### src/rtl/axis_byte_rotator_pkg.sv
// Shared types and a reference byte-rotate helper for the AXI-Stream byte rotator.
// Widths are capped at MAX_BUS_BYTES so one package serves every bus width.
package axis_byte_rotator_pkg;

  localparam int MAX_BUS_BYTES = 32;
  localparam int MAX_DATA_W    = 8 * MAX_BUS_BYTES;

  typedef enum logic {
    ROT_RIGHT = 1'b0,
    ROT_LEFT  = 1'b1
  } rot_dir_e;

  typedef struct packed {
    logic [MAX_DATA_W-1:0] data;
    logic                  last;
  } entry_t;

  // Loop-based rotate of the low n bytes; amounts of n or more wrap mod n.
  function automatic logic [MAX_DATA_W-1:0] rotate_bytes(
    input logic [MAX_DATA_W-1:0] data,
    input int unsigned           shift,
    input rot_dir_e              dir,
    input int unsigned           n
  );
    logic [MAX_DATA_W-1:0] result;
    int unsigned           amt;
    int unsigned           src;
    result = '0;
    amt    = shift % n;
    for (int unsigned k = 0; k < n; k++) begin
      src = (dir == ROT_LEFT) ? (k + n - amt) % n : (k + amt) % n;
      result[8*k +: 8] = data[8*src +: 8];
    end
    return result;
  endfunction

endpackage

### src/rtl/axis_byte_rotator_byte_rotator.sv
// Combinational n-byte barrel rotator: one mux stage per shift bit.
// Stage i rotates by 2^i mod n, so any shift value wraps modulo n.
module byte_rotator
  import axis_byte_rotator_pkg::*;
#(
  parameter  int N       = 4,
  localparam int SHIFT_W = $clog2(N),
  localparam int W       = 8 * N
) (
  input  logic [W-1:0]       data,
  input  logic [SHIFT_W-1:0] shift,
  input  rot_dir_e           dir,
  output logic [W-1:0]       rotated
);

  genvar gi, gj;
  generate
    for (gi = 0; gi < SHIFT_W; gi++) begin : g_stage
      localparam int AMT = (1 << gi) % N;
      logic [N-1:0][7:0] src;
      logic [N-1:0][7:0] q;

      if (gi == 0) begin : g_first
        assign src = data;
      end else begin : g_chain
        assign src = g_stage[gi-1].q;
      end

      for (gj = 0; gj < N; gj++) begin : g_byte
        localparam int RSRC = (gj + AMT) % N;
        localparam int LSRC = (gj + N - AMT) % N;
        assign q[gj] = !shift[gi]        ? src[gj]   :
                       (dir == ROT_LEFT) ? src[LSRC] : src[RSRC];
      end
    end
  endgenerate

  assign rotated = g_stage[SHIFT_W-1].q;

endmodule

### src/rtl/axis_byte_rotator.sv
// AXI-Stream byte rotator: rotates each accepted beat on the write side and
// buffers it in a DEPTH-entry FIFO with a registered ready and a fill level.
module axis_byte_rotator
  import axis_byte_rotator_pkg::*;
#(
  parameter  int DATA_BUS_WIDTH  = 4,
  parameter  int DEPTH           = 4,
  localparam int SHIFT_W         = $clog2(DATA_BUS_WIDTH),
  localparam int FULL_DATA_WIDTH = 8 * DATA_BUS_WIDTH,
  localparam int PTR_W           = $clog2(DEPTH),
  localparam int LEVEL_W         = $clog2(DEPTH) + 1
) (
  input  logic                       clk_i,
  input  logic                       areset_i,
  input  logic                       tvalid_i,
  output logic                       tready_o,
  input  logic [FULL_DATA_WIDTH-1:0] tdata_i,
  input  logic                       tlast_i,
  input  logic [SHIFT_W-1:0]         shift_i,
  input  logic                       dir_i,
  output logic                       tvalid_o,
  input  logic                       tready_i,
  output logic [FULL_DATA_WIDTH-1:0] tdata_o,
  output logic                       tlast_o,
  output logic [LEVEL_W-1:0]         level_o
);

  logic [FULL_DATA_WIDTH-1:0] rotated;
  entry_t                     wr_entry;
  logic [FULL_DATA_WIDTH-1:0] mem_data [DEPTH];
  logic                       mem_last [DEPTH];
  logic [PTR_W-1:0]           wr_ptr_reg;
  logic [PTR_W-1:0]           rd_ptr_reg;
  logic [LEVEL_W-1:0]         level_reg;
  logic [LEVEL_W-1:0]         level_next;
  logic                       ready_reg;
  logic                       push;
  logic                       pop;

  byte_rotator #(.N(DATA_BUS_WIDTH)) u_rotator (
    .data    (tdata_i),
    .shift   (shift_i),
    .dir     (rot_dir_e'(dir_i)),
    .rotated (rotated)
  );

  always_comb begin
    wr_entry                           = '0;
    wr_entry.data[FULL_DATA_WIDTH-1:0] = rotated;
    wr_entry.last                      = tlast_i;
  end

  generate
    if (FULL_DATA_WIDTH < MAX_DATA_W) begin : g_pad
      logic unused_pad;
      assign unused_pad = ^wr_entry.data[MAX_DATA_W-1:FULL_DATA_WIDTH];
    end
  endgenerate

  assign push = tvalid_i && ready_reg;
  assign pop  = tvalid_o && tready_i;

  always_comb begin
    level_next = level_reg;
    unique case ({push, pop})
      2'b10:   level_next = level_reg + LEVEL_W'(1);
      2'b01:   level_next = level_reg - LEVEL_W'(1);
      default: level_next = level_reg;
    endcase
  end

  // Ready is registered from the next level so it never depends on tready_i.
  always_ff @(posedge clk_i or posedge areset_i) begin
    if (areset_i) begin
      wr_ptr_reg <= '0;
      rd_ptr_reg <= '0;
      level_reg  <= '0;
      ready_reg  <= 1'b0;
    end else begin
      if (push) wr_ptr_reg <= wr_ptr_reg + PTR_W'(1);
      if (pop)  rd_ptr_reg <= rd_ptr_reg + PTR_W'(1);
      level_reg <= level_next;
      ready_reg <= (level_next != LEVEL_W'(DEPTH));
    end
  end

  always_ff @(posedge clk_i) begin
    if (push) begin
      mem_data[wr_ptr_reg] <= wr_entry.data[FULL_DATA_WIDTH-1:0];
      mem_last[wr_ptr_reg] <= wr_entry.last;
    end
  end

  // Storage is not cleared by reset, so the head is masked while empty.
  assign tvalid_o = (level_reg != '0);
  assign tready_o = ready_reg;
  assign tdata_o  = tvalid_o ? mem_data[rd_ptr_reg] : '0;
  assign tlast_o  = tvalid_o ? mem_last[rd_ptr_reg] : 1'b0;
  assign level_o  = level_reg;

endmodule

### config.mk
export PLATFORM = sky130hd
export DESIGN_NAME = axis_byte_rotator
export DESIGN_NICKNAME = d
export VERILOG_FILES = /design/src/rtl/axis_byte_rotator_pkg.sv /design/src/rtl/axis_byte_rotator_byte_rotator.sv /design/src/rtl/axis_byte_rotator.sv
export SDC_FILE = /design/constraint.sdc
export NUM_CORES = 1
export LEC_CHECK = 0
export ABC_AREA = 1
export CAP_MARGIN = 5
export CORE_ASPECT_RATIO = 1.2
export CORE_MARGIN = 2
export CORE_UTILIZATION = 30
export DETAILED_ROUTE_END_ITERATION = 8
export PLACE_DENSITY = 0.5
export REMOVE_ABC_BUFFERS = 1
export SLEW_MARGIN = 15
export SYNTH_ARGS = -nofsm -noshare
export SYNTH_HDL_FRONTEND = slang
export SYNTH_SLANG_ARGS = --single-unit
### constraint.sdc
create_clock -name clk_i -period 3.4 [get_ports clk_i]
set_input_delay 0.68 -clock clk_i [delete_from_list [all_inputs] [get_ports clk_i]]
set_output_delay 0.68 -clock clk_i [all_outputs]
set_load 0.01 [all_outputs]
==> flow_summary.yaml <==
status:
  status: "completed"
placed_design:
  gp_congestion: 0.720
  place_ws_ps: 632
  post-dp-hpwl_um: 10700
  port_buffers: 77
  placed_area_um2: 8160
logic_synthesis:
  async_reset_ff_frac: 0.0571
  ys_ff_latch: 140
  avgSynthCellArea_um2: 8.94
  netlist.area_leader.share: 0.561
  synth_area_um2: 7060
  yosysMostFrequentCell: "nand2_1"
  yosysTopAreaCell: "edfxtp_1"
  synthFlopType: "edfxtp_1"
  yosys_warnings: 0
  yosys.cell_types.count: 20
  syn_inst: 790
  ys_seq_area_frac: 0.590
  synth_edf_count: 132
  synth_commonest_cells: "nand2_1 (303), edfxtp_1 (132), nand3_1 (131), inv_1 (82), a21oi_1 (34)"
  synth_area_leaders: "edfxtp_1 (56%), nand2_1 (16%), nand3_1 (9.3%)"
pwr:
  p_int_mw: 4.67
  power_frac_clock: 0.260
  leakage_nw: 3.68
  seq_power_share: 0.330
  p_comb_frac: 0.409
  power.share.switching: 0.352
  power_density_nw_per_um2: 823
  p_switching_mw: 2.54
  peakVddDrop_v: 0.000376
setup_path:
  worstRegToRegCells: 7
  worstSetupPathType: "reg -> out"
  crit_arrival_ps: 2460
  reg2reg_to: "tready_o"
  r2r_slack_ps: 1380
  worstSetupEndpointType: "output port"
  reg2reg_from: "tready_o"
  path_max_fanout: 67
  cp-start-kind: "flip-flop"
  cp.required_ps: 2720
routing:
  drt_iter0_markers: 326
  wl_per_cell_um: 14.4
  viasPerCell: 4.39
  ant_nets: 0
  drc: 0
  drt_pass1_iterations: 4
  num_vias: 5190
  wl_um: 17100
worst_hold_path:
  min_path_type: "in -> async"
clock_tree:
  cts_tree: "done"
  cts_buffers: 17
  postCtsSetupRepairBufs: 0
  clkTransAtPathRegs_ps: 60
  clock_sinks: 140
  cts_buffer_depth: 2
  htree_levels: 4
  ctsHoldBuffers: 0
  ctsResizeCount: 0
  clkLatencyLatePin_ps: 410
  root_buffer: "clkbuf_16"
final_layout:
  regMostFlops: "mem_data"
  drive_gt1_frac: 0.0680
  area_delta_synth_final_pct: 24.0
  stdcell_area_um2: 8750
  largest_reg_flops: 128
  diodes: 0
  final_nets: 901
global_route:
  grt_use_total: 0.142
  grt_overflow: 0
  grt_pass1_wl_um: 26500
  grt_pass1_vias: 4882
  antenna_found_initial: 0
  grt_max_degree: 68
sta:
  rsz0062_at_grt: "false"
  fin_worst_skew_ps: 9.02
  tightest_slew_ps: 1060
  finalSetupViolCount: 0
  fin_crit_sh: 0.924
  finalWorstSetupSlack_ps: 259
  drv_slew: 0
  final_hold_viol_count: 0
  timing.slew.headroom: 0.288
  fin_crit_ps: 3140
  fmax_mhz: 318
  tns_ps: 0
floorplanning:
  io_pins: 78
  fp.dieW_um: 144
  rows: 61
  start_util: 0.305
  fp.coreArea_um2: 23100
  die_y_um: 172
  die-area_um2: 24800
run:
  cap_violations: 0
==> how the worst max path moves through the flow <==
stage / cells after the start / endpoint / start / slack (ps)
2_1_floorplan: 4 / tdata_o[0] / rd_ptr_reg[0] / 240
3_3_place_gp: 8 / tready_o / tvalid_i / 600
3_5_place_dp: 8 / tready_o / tvalid_i / 630
4_1_cts: 6 / tdata_o[8] / rd_ptr_reg[0] / 180
5_1_grt: 6 / tdata_o[26] / rd_ptr_reg[0] / 50
6_report: 6 / tdata_o[26] / rd_ptr_reg[0] / 260
==> kinds of logic after synthesis <==
logic type | after synthesis | synth area share
compound gates | 36 | 0.0255
xor+xnor | 4 | 0.00496
fa+ha+maj | 6 | 0.0117
buf+inv | 131 | 0.0817
flops | 140 | 0.590
simple gates | 473 | 0.286
==> placed cells by master, fill, tap and decap left out, drive strengths merged <==
master         synthesis  routed
buf                   36      16
fa                     1       1
or2                   32      32
nand2                303     303
bufinv                 0       3
xnor2                  2       2
inv                   85      87
ha                     5       5
nand3                131     131
edfxtp               132     132
a21oi                 34      34
nor2                   6       6
clkdlybuf4s50          0      76
nand4                  1       1
dfrtp                  8       8
o21ai                  2       2
clkinv                 0       6
clkinvlp               0       3
clkbuf                10      18
xor2                   2       2
==> final cells by class <==
class | instances | area, um2
multi-input combinational | 519 | 2350
clock inverter | 14 | 168
sequential | 140 | 4170
clock buffer | 18 | 429
tap | 315 | 394
inverter | 85 | 319
timing repair buffer | 92 | 928
fill | 2273 | 14400
==> critical path, cell delays in order, from the launching register on <==
cell and delay, ps:
dfrtp_2 360, buf_4 590, nand2_1 100, nand2_1 110, nand2_1 50, a21oi_1 230
clkdlybuf4s50_1 600
==> metal layers <==
layer / vias to the layer above / share of wire / wire length [um] / global-route usage
li1: 2697 / - / - / -
met1: 2370 / 0.42 / 7260 / 0.174
met2: 99 / 0.52 / 8940 / 0.251
met3: 24 / 0.033 / 560 / 0.0227
met4: 0 / 0.019 / 329 / 0.0516
met5: - / 0 / 0 / 0
==> through the flow <==
stage | utilization | std cells | hold WS, ps | power (mW)
final | 0.379 | 1183 | 524 | 7.21
after global routing | 0.379 | 1183 | 562 | 7.68
after CTS | 0.379 | 1183 | 519 | 7.34
after detailed placement | 0.353 | 1151 | 520 | 5.44
after global placement | 0.353 | 1151 | 515 | 5.44
after floorplan | - | 744 | 496 | 3.92
==> power groups by stage <==
stage	Combinational [mW]	Sequential (mW)	Clock, mW
floorplan	1.39	2.53	0
global route	3.30	2.41	1.98
CTS	3.03	2.38	1.92
finish	2.95	2.38	1.87
global placement	3.03	2.41	0
detailed placement	3.02	2.42	0
(Power assumes the default switching activity.)
